**src/rtl/jpeg_pkg.sv**
```systemverilog
`default_nettype none
// ============================================================================
//  Module   : jpeg_pkg
//  Purpose  : Shared definitions for the JPEG encode pipeline control path:
//             sequencer state encoding, default stage count and the index
//             of each processing stage in the chain.
//  Ports    : none (package)
//  Revision : 1.0  initial release
// ============================================================================
package jpeg_pkg;

    // Default number of chained processing stages
    localparam int c_DEF_NUM_STAGES = 4;

    // Sequencer state encoding
    localparam logic [1:0] c_IDLE = 2'd0;
    localparam logic [1:0] c_RUN  = 2'd1;
    localparam logic [1:0] c_DONE = 2'd2;
    localparam logic [1:0] c_ERR  = 2'd3;

    // Position of each processing block in the chain
    localparam int c_STG_RGB2YCBCR = 0;
    localparam int c_STG_DCT       = 1;
    localparam int c_STG_QUAN      = 2;
    localparam int c_STG_HUFF      = 3;

endpackage : jpeg_pkg
`default_nettype wire

```
**src/rtl/jpeg_stage_sequencer_watchdog.sv**
```systemverilog
`default_nettype none
// ============================================================================
//  Module   : stage_watchdog
//  Purpose  : Per-stage cycle counter. Counts cycles while enabled, clears on
//             request, and flags expiry in the last permitted cycle so the
//             sequencer can leave the stage on the following edge.
//  Ports    : clk, rst_n      - clock, synchronous active-low reset
//             i_clr           - clear counter (stage entry / not running)
//             i_en            - count enable (stage active)
//             i_limit         - cycle limit, 0 disables expiry
//             o_expired       - counter reached i_limit-1 while enabled
//  Revision : 1.0  initial release
// ============================================================================
module stage_watchdog
    import jpeg_pkg::*;
#(
    parameter int TO_W = 16
) (
    input  logic            clk,
    input  logic            rst_n,
    input  logic            i_clr,
    input  logic            i_en,
    input  logic [TO_W-1:0] i_limit,
    output logic            o_expired
);

    logic [TO_W-1:0] r_cnt;

    always_ff @(posedge clk) begin
        if (!rst_n) begin
            r_cnt <= '0;
        end else if (i_clr) begin
            r_cnt <= '0;
        end else if (i_en) begin
            r_cnt <= r_cnt + TO_W'(1);
        end
    end

    // Counter value k means the stage is in its (k+1)-th enabled cycle, so
    // matching limit-1 marks the final cycle the stage is allowed.
    assign o_expired = i_en && (i_limit != '0) && (r_cnt == (i_limit - TO_W'(1)));

endmodule : stage_watchdog
`default_nettype wire

```
**src/rtl/jpeg_stage_sequencer.sv**
```systemverilog
`default_nettype none
// ============================================================================
//  Module   : jpeg_stage_sequencer
//  Purpose  : Steps a chain of NUM_STAGES processing blocks in order for every
//             8x8 block of a frame, with block counting, per-stage watchdog,
//             abort and a single-cycle frame-done pulse.
//  Ports    : clk, rst_n      - clock, synchronous active-low reset
//             start           - frame start pulse (accepted in IDLE only)
//             num_blocks      - blocks in the frame, captured on start
//             timeout_limit   - per-stage cycle limit (0 = off), captured
//             abort           - return to IDLE from any state
//             stage_done      - per-stage completion, active stage only
//             stage_en        - one-hot enable of the active stage
//             busy            - frame in progress
//             frame_valid     - one-cycle frame completion pulse
//             error           - watchdog expired, waiting for abort/reset
//             cur_stage       - index of the active stage
//             blk_idx         - index of the block in flight
//  Revision : 1.0  initial release
// ============================================================================
module jpeg_stage_sequencer
    import jpeg_pkg::*;
#(
    parameter int NUM_STAGES = c_DEF_NUM_STAGES,
    parameter int BLK_W      = 12,
    parameter int TO_W       = 16,
    parameter int CS_W       = (NUM_STAGES > 1) ? $clog2(NUM_STAGES) : 1
) (
    input  logic                  clk,
    input  logic                  rst_n,
    input  logic                  start,
    input  logic [BLK_W-1:0]      num_blocks,
    input  logic [TO_W-1:0]       timeout_limit,
    input  logic                  abort,
    input  logic [NUM_STAGES-1:0] stage_done,
    output logic [NUM_STAGES-1:0] stage_en,
    output logic                  busy,
    output logic                  frame_valid,
    output logic                  error,
    output logic [CS_W-1:0]       cur_stage,
    output logic [BLK_W-1:0]      blk_idx
);

    localparam logic [CS_W-1:0] c_LAST_STAGE = CS_W'(NUM_STAGES - 1);

    logic [1:0]       r_state;
    logic [CS_W-1:0]  r_cur_stage;
    logic [BLK_W-1:0] r_blk_idx;
    logic [BLK_W-1:0] r_num_blocks;
    logic [TO_W-1:0]  r_limit;

    logic w_run;
    logic w_done;
    logic w_last_stage;
    logic w_last_blk;
    logic w_expired;

    assign w_run        = (r_state == c_RUN);
    // Only the active stage's completion bit is looked at
    assign w_done       = w_run && stage_done[r_cur_stage];
    assign w_last_stage = (r_cur_stage == c_LAST_STAGE);
    // num_blocks is non-zero whenever RUN is entered, so minus one never wraps
    assign w_last_blk   = (r_blk_idx == (r_num_blocks - BLK_W'(1)));

    // Cleared outside RUN and on every handoff so each stage starts at zero
    stage_watchdog #(
        .TO_W (TO_W)
    ) u_watchdog (
        .clk       (clk),
        .rst_n     (rst_n),
        .i_clr     (!w_run || w_done),
        .i_en      (w_run),
        .i_limit   (r_limit),
        .o_expired (w_expired)
    );

    always_ff @(posedge clk) begin
        if (!rst_n) begin
            r_state      <= c_IDLE;
            r_cur_stage  <= '0;
            r_blk_idx    <= '0;
            r_num_blocks <= '0;
            r_limit      <= '0;
        end else if (abort) begin
            r_state     <= c_IDLE;
            r_cur_stage <= '0;
            r_blk_idx   <= '0;
        end else begin
            case (r_state)
                c_IDLE: begin
                    if (start) begin
                        r_num_blocks <= num_blocks;
                        r_limit      <= timeout_limit;
                        r_cur_stage  <= '0;
                        r_blk_idx    <= '0;
                        r_state      <= (num_blocks != '0) ? c_RUN : c_DONE;
                    end
                end
                c_RUN: begin
                    // Completion in the expiry cycle takes precedence
                    if (w_done) begin
                        if (!w_last_stage) begin
                            r_cur_stage <= r_cur_stage + CS_W'(1);
                        end else if (!w_last_blk) begin
                            r_cur_stage <= '0;
                            r_blk_idx   <= r_blk_idx + BLK_W'(1);
                        end else begin
                            r_state <= c_DONE;
                        end
                    end else if (w_expired) begin
                        r_state <= c_ERR;
                    end
                end
                c_DONE: begin
                    r_state     <= c_IDLE;
                    r_cur_stage <= '0;
                    r_blk_idx   <= '0;
                end
                default: begin
                    // ERR: position held for debug until abort or reset
                    r_state <= c_ERR;
                end
            endcase
        end
    end

    always_comb begin
        stage_en = '0;
        if (w_run) begin
            stage_en[r_cur_stage] = 1'b1;
        end
    end

    assign busy        = w_run;
    assign frame_valid = (r_state == c_DONE);
    assign error       = (r_state == c_ERR);
    assign cur_stage   = r_cur_stage;
    assign blk_idx     = r_blk_idx;

endmodule : jpeg_stage_sequencer
`default_nettype wire
```
**config.mk**
```make
export PLATFORM = sky130hd
export DESIGN_NAME = jpeg_stage_sequencer
export DESIGN_NICKNAME = d
export VERILOG_FILES = /design/src/rtl/jpeg_pkg.sv /design/src/rtl/jpeg_stage_sequencer_watchdog.sv /design/src/rtl/jpeg_stage_sequencer.sv
export SDC_FILE = /design/constraint.sdc
export NUM_CORES = 1
export LEC_CHECK = 0
export BUFFER_PORTS_ARGS = -buffer_cell sky130_fd_sc_hd__clkbuf_2
export CAP_MARGIN = 20
export CELL_PAD_IN_SITES_DETAIL_PLACEMENT = 1
export CELL_PAD_IN_SITES_GLOBAL_PLACEMENT = 1
export CORE_ASPECT_RATIO = 0.7
export CORE_MARGIN = 2
export CORE_UTILIZATION = 25
export CTS_CLUSTER_DIAMETER = 150
export DETAILED_ROUTE_END_ITERATION = 7
export GPL_ROUTABILITY_DRIVEN = 0
export PLACE_DENSITY = 0.63
export SLEW_MARGIN = 20
export SYNTH_ARGS = -nofsm -noshare
export SYNTH_HDL_FRONTEND = slang
export SYNTH_SLANG_ARGS = --single-unit
```
**constraint.sdc**
```tcl
create_clock -name clk -period 2.3 [get_ports clk]
set_input_delay 0.46 -clock clk [delete_from_list [all_inputs] [get_ports clk]]
set_output_delay 0.46 -clock clk [all_outputs]
set_load 0.1 [all_outputs]
```
==> results of run 1 <==
==> area by class of cell <==
cell class	count	area [sq um]	area share
multi-input cells	356	2405	0.4819
flip-flops and latches	60	1226	0.2457
repair buffers	114	817.0	0.1637
well taps	190	237.7	0.04764
clock buffers	14	254.0	0.05090
inverters	10	40.04	0.008024
clock inverters	2	10.01	0.002006
==> flip-flops by register name, summed over array words and instances, names as in the netlist <==
register / cells
u_watchdog.r_cnt: 16
r_limit: 16
r_state: 2
r_num_blocks: 12
cur_stage: 2
blk_idx: 12
==> logic make-up after synthesis <==
kind of cell | count (synthesis)
AO/OA/AOI/OAI | 91
XOR/XNOR | 45
adder cells (fa/ha/maj) | 8
buffers and inverters | 28
flip-flops | 60
multiplexers | 4
AND/OR/NAND/NOR | 208
==> stage by stage <==
step	hold slack, ps	setup WS, ps
floorplan	440.6	-164.8
global placement	456.7	-250.3
detailed placement	479.6	-299.5
CTS	352.7	-274.5
global route	360.8	-392.4
finish	361.2	-290.2
==> power by group <==
part           switching (mW)  internal (mW)  leakage, nW  total (mW)
registers              0.0281           1.07        0.495        1.09
clock network           0.474          0.756        0.131        1.23
logic                   0.319          0.274         1.31       0.592
==> worst max-delay path by stage <==
stage                       to  depth (start not counted)  slack (ps)
CTS                 r_state[0]                          7        -270
detailed placement  r_state[0]                          7        -300
finish              r_state[0]                          7        -290
global placement    r_state[0]                          7        -250
global route        r_state[0]                          7        -390
floorplan           r_state[0]                          6        -160
==> timing repair <==
action	CTS	global route
resized for setup	27	10
endpoints found under the hold margin	0	0
buffers inserted	3	1
endpoints found under the setup margin	16	19
pin swaps	16	14
==> per-layer routing <==
layer  share of wire  GRT usage  up-vias
met2            0.43     0.2540       70
li1                -          -     1791
met3           0.038    0.03816       11
met5               0          0        -
met4           0.013    0.04739        0
met1            0.52     0.2277     1755
==> synthesized netlist by cell type, types with 3 or more instances <==
cell type,count,area share
and3_1,8,0.014
or4_1,4,0.0084
a21boi_0,30,0.063
nand4_1,6,0.010
a31oi_1,4,0.0070
dfxtp_1,60,0.34
nor2_1,28,0.029
o21ai_0,13,0.018
inv_1,10,0.010
or3_1,15,0.026
nand2_1,81,0.085
xor2_1,20,0.049
ha_1,8,0.028
nand3_1,12,0.017
o21ai_1,3,0.0042
xnor2_1,24,0.059
clkbuf_1,16,0.017
nor3_1,10,0.014
nand2b_1,4,0.0070
a211oi_1,3,0.0063
a21oi_1,13,0.018
nor4_1,12,0.021
nor2b_1,5,0.0087
and2_1,8,0.014
==> worst min-delay path, cell delays in order <==
cell and delay, ps:
clkbuf_2 80, nand2_1 40, a21boi_0 60
==> metrics.md, run 1 <==
| Metric | Value |
|---|---|
| Reg2reg end | r_state[0] |
| CTS Buffer Depth | 2 |
| WL final | 12,020 um |
| Crit. End Element | flip-flop |
| Max-capacitance violation count | 0 |
| Largest family of logic cells by synthesized area | simple AND/OR/NAND/NOR gates |
| Root Buffer | clkbuf_16 |
| Clock transition time at the flip-flop clock pins of the worst setup and hold paths | 50 ps |
| Multiplexer area fraction after synthesis | 0.01502 |
| Number of enable flip-flop cells after synthesis | 0 |
| DRC Markers | 0 |
| Number of antenna violations at the first check in global routing | 1 |
| Primary FF master, synth | dfxtp_1 |
| Dpl cell area | 4573 sq um |
| Achievable Freq | 0.3861 GHz |
| DP Wirelength | 9342 um |
| Cell Count, Final, Fillers Out | 746 |
| Initial DRC count | 191 |
| Hold EP | r_limit[8] |
| Commonest cells after routing, fill and taps aside | 81 x nand2_1, 51 x clkbuf_2, 51 x buf_4 |
| R2r startpoint | r_num_blocks[3] |
| Leading cell type in the layout, fill and taps excluded | nand2_1 |
| Final worst setup slack | -290.2 ps |
| Final hold violation count | 0 |
| Setup Skew | 2.716 ps |
| Critical path required time | 2520 ps |
| Largest net degree at the start of global routing | 30 |
| Reg2Reg Depth | 7 |
| Antenna cells | 0 |
| Routed via count | 3,627 |
| Critical path peak fanout | 4 |
| Inst Count DP | 727 |
| Final period util | 1.126 |
| Critical Path Source Type | flip-flop |
| Register area share after synthesis | 0.3353 |
| Post-Synth XOR/XNOR Area | 0.1139 |
| # nets final | 595 |
| Hold_sp | timeout_limit[8] |
| Maximum vdd drop | 0.0003524 V |
| Measured slew at the worst slew-check pin | 544.8 ps |
| Site Rows | 36 |
| Warnings, synthesis | 0 |
| Critical path cell sequence | or4_4, or3_4, a2111oi_4, o2111ai_4, or3_1, o41a_1, a21o_1 |
| Outcome | complete, but fails checks |
| CTS tree | built |
| Violated checks | negative setup slack |
| First-pass detailed-route iteration total | 4 |
| Clock period minus worst slack | 2590 ps |
| CTS Hold Buffers Added | 0 |
| TritonCTS Sinks | 60 |
| Top delay family on crit path | simple AND/OR/NAND/NOR gates |
| Total Neg Setup Slack | -3175 ps |
| First-pass GRT wire length | 19,800 um |
| Die area | 15,320 sq um |
| Initial Utilization | 0.2565 |
| Core ar. | 13,960 sq um |
| RSZ-0062 raised after global routing | yes |
| Worst skew pair latency | 330 ps |
| CTS H-tree depth | 3 |
| I/O Pins | 57 |
| Static leakage | 1.936 nW |
| Slowest stage cell, crit path | or4_4 |
| Design area | 4990 sq um |
| Syn Inst Count | 444 |
| Routed len/inst | 16.12 um |
| CP bufs+invs | 0 |
| Utilization after layout | 0.3573 |
| I/O Buffers | 56 |
| Post-synthesis register bit count | 60 |
| Max incr delay on CP | 530 ps |
| Async SR Flop Fraction | 0 |
| Crit Path Category | reg2reg |
| Synth Area in Simple Gates | 0.2924 |
| Layout cells sized above 1 | 0.3094 |
| Die X | 147.1 um |
| Hold Crit Class | in2reg |
| Reg-to-reg slack, setup | -290 ps |
| Final setup viols | 16 |
| Power, Total | 2.917 mW |
| Routed Antenna Nets | 0 |
| Compound-cell area share of the yosys netlist | 0.1851 |
| CTS buffer count | 9 |
| Slew headroom | 0.6384 |
| All-layer global routing usage | 0.1642 |
| CP startpoint | r_num_blocks[3] |
| Post-synthesis adder-cell area fraction | 0.02794 |
| Yosys cell types | 63 |
| Die Y-Extent | 104.2 um |
| Power Density | 584.5 nW/um^2 |
| Net Count, Synth | 488 |
| Max-slew violations | 0 |
| Fill cells | 1,697 |
| Avg Vias per Cell | 4.862 |
| Worst hold stages | 3 |
| Area delta synth->final | 39.29% |
| Vias in the first global route | 3,844 |
| Post-Syn Area | 3582 sq um |
| WP data arrival | 2820 ps |
| Avg Inst Size Synth | 8.068 sq um |
| GRT Residual Overflow | 0 |
No activity file was read; power rests on OpenSTA's default activity.
==> run 2: changes to the inputs <==
Settings changed: CELL_PAD_IN_SITES_GLOBAL_PLACEMENT 1 to 2, PLACE_DENSITY 0.63 to 0.74.
==> run 2 against run 1 <==
Net effect:
- the flow still finishes with violations (negative setup slack)
- combinational power up 3%
- first-iteration DRC count fell by 17%
- clock skew is 5.8 ps higher
- clock-buffer cell count is 2 lower
- core utilization grew 0.68 points
- fmax rose by 0.37%
- largest power group unchanged
==> metrics.md, run 2 (synthesis gave the netlist of run 1 again) <==
| Metric | Value |
|---|---|
| Slowest stage cell, crit path | or4_4 |
| Static leakage | 1.963 nW |
| Routed len/inst | 16.48 um |
| Measured slew at the worst slew-check pin | 546.7 ps |
| Number of antenna violations at the first check in global routing | 0 |
| Critical path required time | 2530 ps |
| First-pass detailed-route iteration total | 4 |
| WL final | 12,290 um |
| Reg-to-reg slack, setup | -280 ps |
| Critical Path Source Type | flip-flop |
| First-pass GRT wire length | 20,250 um |
| Slew headroom | 0.6328 |
| GRT Residual Overflow | 0 |
| Net Sw Frac | 0.2736 |
| Clock transition time at the flip-flop clock pins of the worst setup and hold paths | 50 ps |
| Max-capacitance violation count | 0 |
| Biggest registers after layout | r_limit x16, u_watchdog.r_cnt x16 |
| Hold Crit Class | in2reg |
| Clock period minus worst slack | 2581 ps |
| Root Buffer | clkbuf_16 |
| Power Density | 607.8 nW/um^2 |
| I/O Buffers | 56 |
| DP Wirelength | 9179 um |
| Core ar. | 13,960 sq um |
| Max incr delay on CP | 530 ps |
| Comb pwr share | 0.197 |
| Avg Vias per Cell | 4.891 |
| Critical path peak fanout | 4 |
| Multi-input gate area | 2450 sq um |
| CP Capture Point | r_state[0] |
| Die area | 15,320 sq um |
| Final setup viols | 15 |
| Routed Antenna Nets | 0 |
| CTS H-tree depth | 3 |
| Internal power | 2.245 mW |
| Layout cells sized above 1 | 0.3327 |
| Routed via count | 3,649 |
| Sequential Power Share | 0.354 |
| RSZ-0062 raised after global routing | yes |
| Fill cells | 1,683 |
| CP startpoint | r_num_blocks[3] |
| Critical path cell sequence | or4_4, or3_4, a2111oi_4, o2111ai_4, or3_1, o41a_1, a21o_1 |
| Switch Pwr | 0.8457 mW |
| Setup Skew | 8.535 ps |
| Power, Total | 3.091 mW |
| Final period util | 1.122 |
| Achievable Freq | 0.3875 GHz |
| # nets final | 595 |
| Die Y-Extent | 104.2 um |
| Die X | 147.1 um |
| Vias in the first global route | 3,902 |
| Antenna cells | 0 |
| Outcome | complete, but fails checks |
| Violated checks | negative setup slack |
| Area delta synth->final | 41.95% |
| Max-slew violations | 0 |
| Register area | 1226 sq um |
| Top delay family on crit path | simple AND/OR/NAND/NOR gates |
| DRC Markers | 0 |
| Hold WS | 356.2 ps |
| R2r startpoint | r_num_blocks[3] |
| Worst skew pair latency | 330 ps |
| Clock Power Share | 0.449 |
| I/O Pins | 57 |
| Crit Path Category | reg2reg |
| WP depth | 7 |
| All-layer global routing usage | 0.1659 |
| Inst Count DP | 724 |
| WP data arrival | 2810 ps |
| Site Rows | 36 |
| Crit. End Element | flip-flop |
| Leading cell type in the layout, fill and taps excluded | nand2_1 |
| Cell Count, Final, Fillers Out | 746 |
| CTS tree | built |
| Initial Utilization | 0.2565 |
| CTS Buffer Depth | 2 |
| Reg2Reg Depth | 7 |
| Initial DRC count | 158 |
| Final hold violation count | 0 |
| Commonest cells after routing, fill and taps aside | 81 x nand2_1, 53 x buf_4, 51 x clkbuf_2 |
| TritonCTS Sinks | 60 |
| Reg2reg end | r_state[0] |
| Largest net degree at the start of global routing | 30 |
| Final worst setup slack | -280.7 ps |
| Maximum vdd drop | 0.0002961 V |
| CTS buffer count | 9 |
| CP bufs+invs | 0 |
run 2: changes by cell type in the layout (fill, tap and decap cells not counted), moves of 2 or more:
| cell | delta |
|---|---|
| a21oi_2 | +3 |
| buf_6 | -4 |
| buf_12 | +2 |
| a21oi_1 | -3 |
| clkbuf_1 | -3 |
| or3_1 | -3 |
| or3_4 | +3 |
| buf_4 | +2 |
run 2: repair_timing:
item	in CTS	in global routing
resized for setup	29	14
setup endpoints to repair	16	17
hold buffers	0	0
setup buffers	4	2
pin swaps	21	11
run 2: power groups by stage:
stage / combinational, mW / sequential (mW) / clock [mW]
2_1_floorplan: 0.312 / 1.12 / 0
3_3_place_gp: 0.544 / 1.11 / 0
3_5_place_dp: 0.552 / 1.12 / 0
4_1_cts: 0.595 / 1.09 / 1.42
5_1_grt: 0.666 / 1.10 / 1.47
6_report: 0.609 / 1.09 / 1.39
run 2: through the flow:
step | setup WS, ps | TNS, ps | area [sq um] | util
finish | -280.7 | -2805 | 5085 | 0.3642
global route | -354.8 | -4459 | 5085 | 0.3642
CTS | -272.0 | -2830 | 5015 | 0.3591
detailed placement | -322.2 | -3537 | 4576 | 0.3277
global placement | -226.0 | -2212 | 4576 | 0.3277
floorplan | -164.8 | -441.6 | 3635 | -
run 2: metal layers:
layer,global-route usage,up-vias,share of wire
met5,0,-,0
met4,0.04258,0,0.015
met3,0.04123,17,0.039
met2,0.2677,62,0.46
met1,0.2218,1779,0.49
li1,-,1791,-
run 2: area by class of cell:
cell class / instances / share of cell area
Multi-Input combinational cell: 356 / 0.4818
Timing Repair Buffer: 114 / 0.1626
Sequential cell: 60 / 0.2411
Clock inverter: 4 / 0.009350
Clock buffer: 12 / 0.05044
Tap cell: 190 / 0.04675
Inverter: 10 / 0.007874
run 2: worst min path at each step:
| stage | startpoint | end | slack, ps | depth (start not counted) |
|---|---|---|---|---|
| after detailed placement | u_watchdog.r_cnt[0] | u_watchdog.r_cnt[0] | 480 | 1 |
| after CTS | timeout_limit[10] | r_limit[10] | 350 | 3 |
| final | timeout_limit[10] | r_limit[10] | 360 | 3 |
| after global placement | u_watchdog.r_cnt[0] | u_watchdog.r_cnt[0] | 460 | 1 |
| after floorplan | u_watchdog.r_cnt[0] | u_watchdog.r_cnt[0] | 440 | 1 |
| after global routing | timeout_limit[8] | r_limit[8] | 370 | 3 |
run 2: worst reg2reg max path: stages, from the launching register on:
cell,delay (ps)
dfxtp_2,320
or4_4,530
or3_4,350
a2111oi_4,350
o2111ai_4,210
or3_1,410
o41a_1,140
a21o_1,160
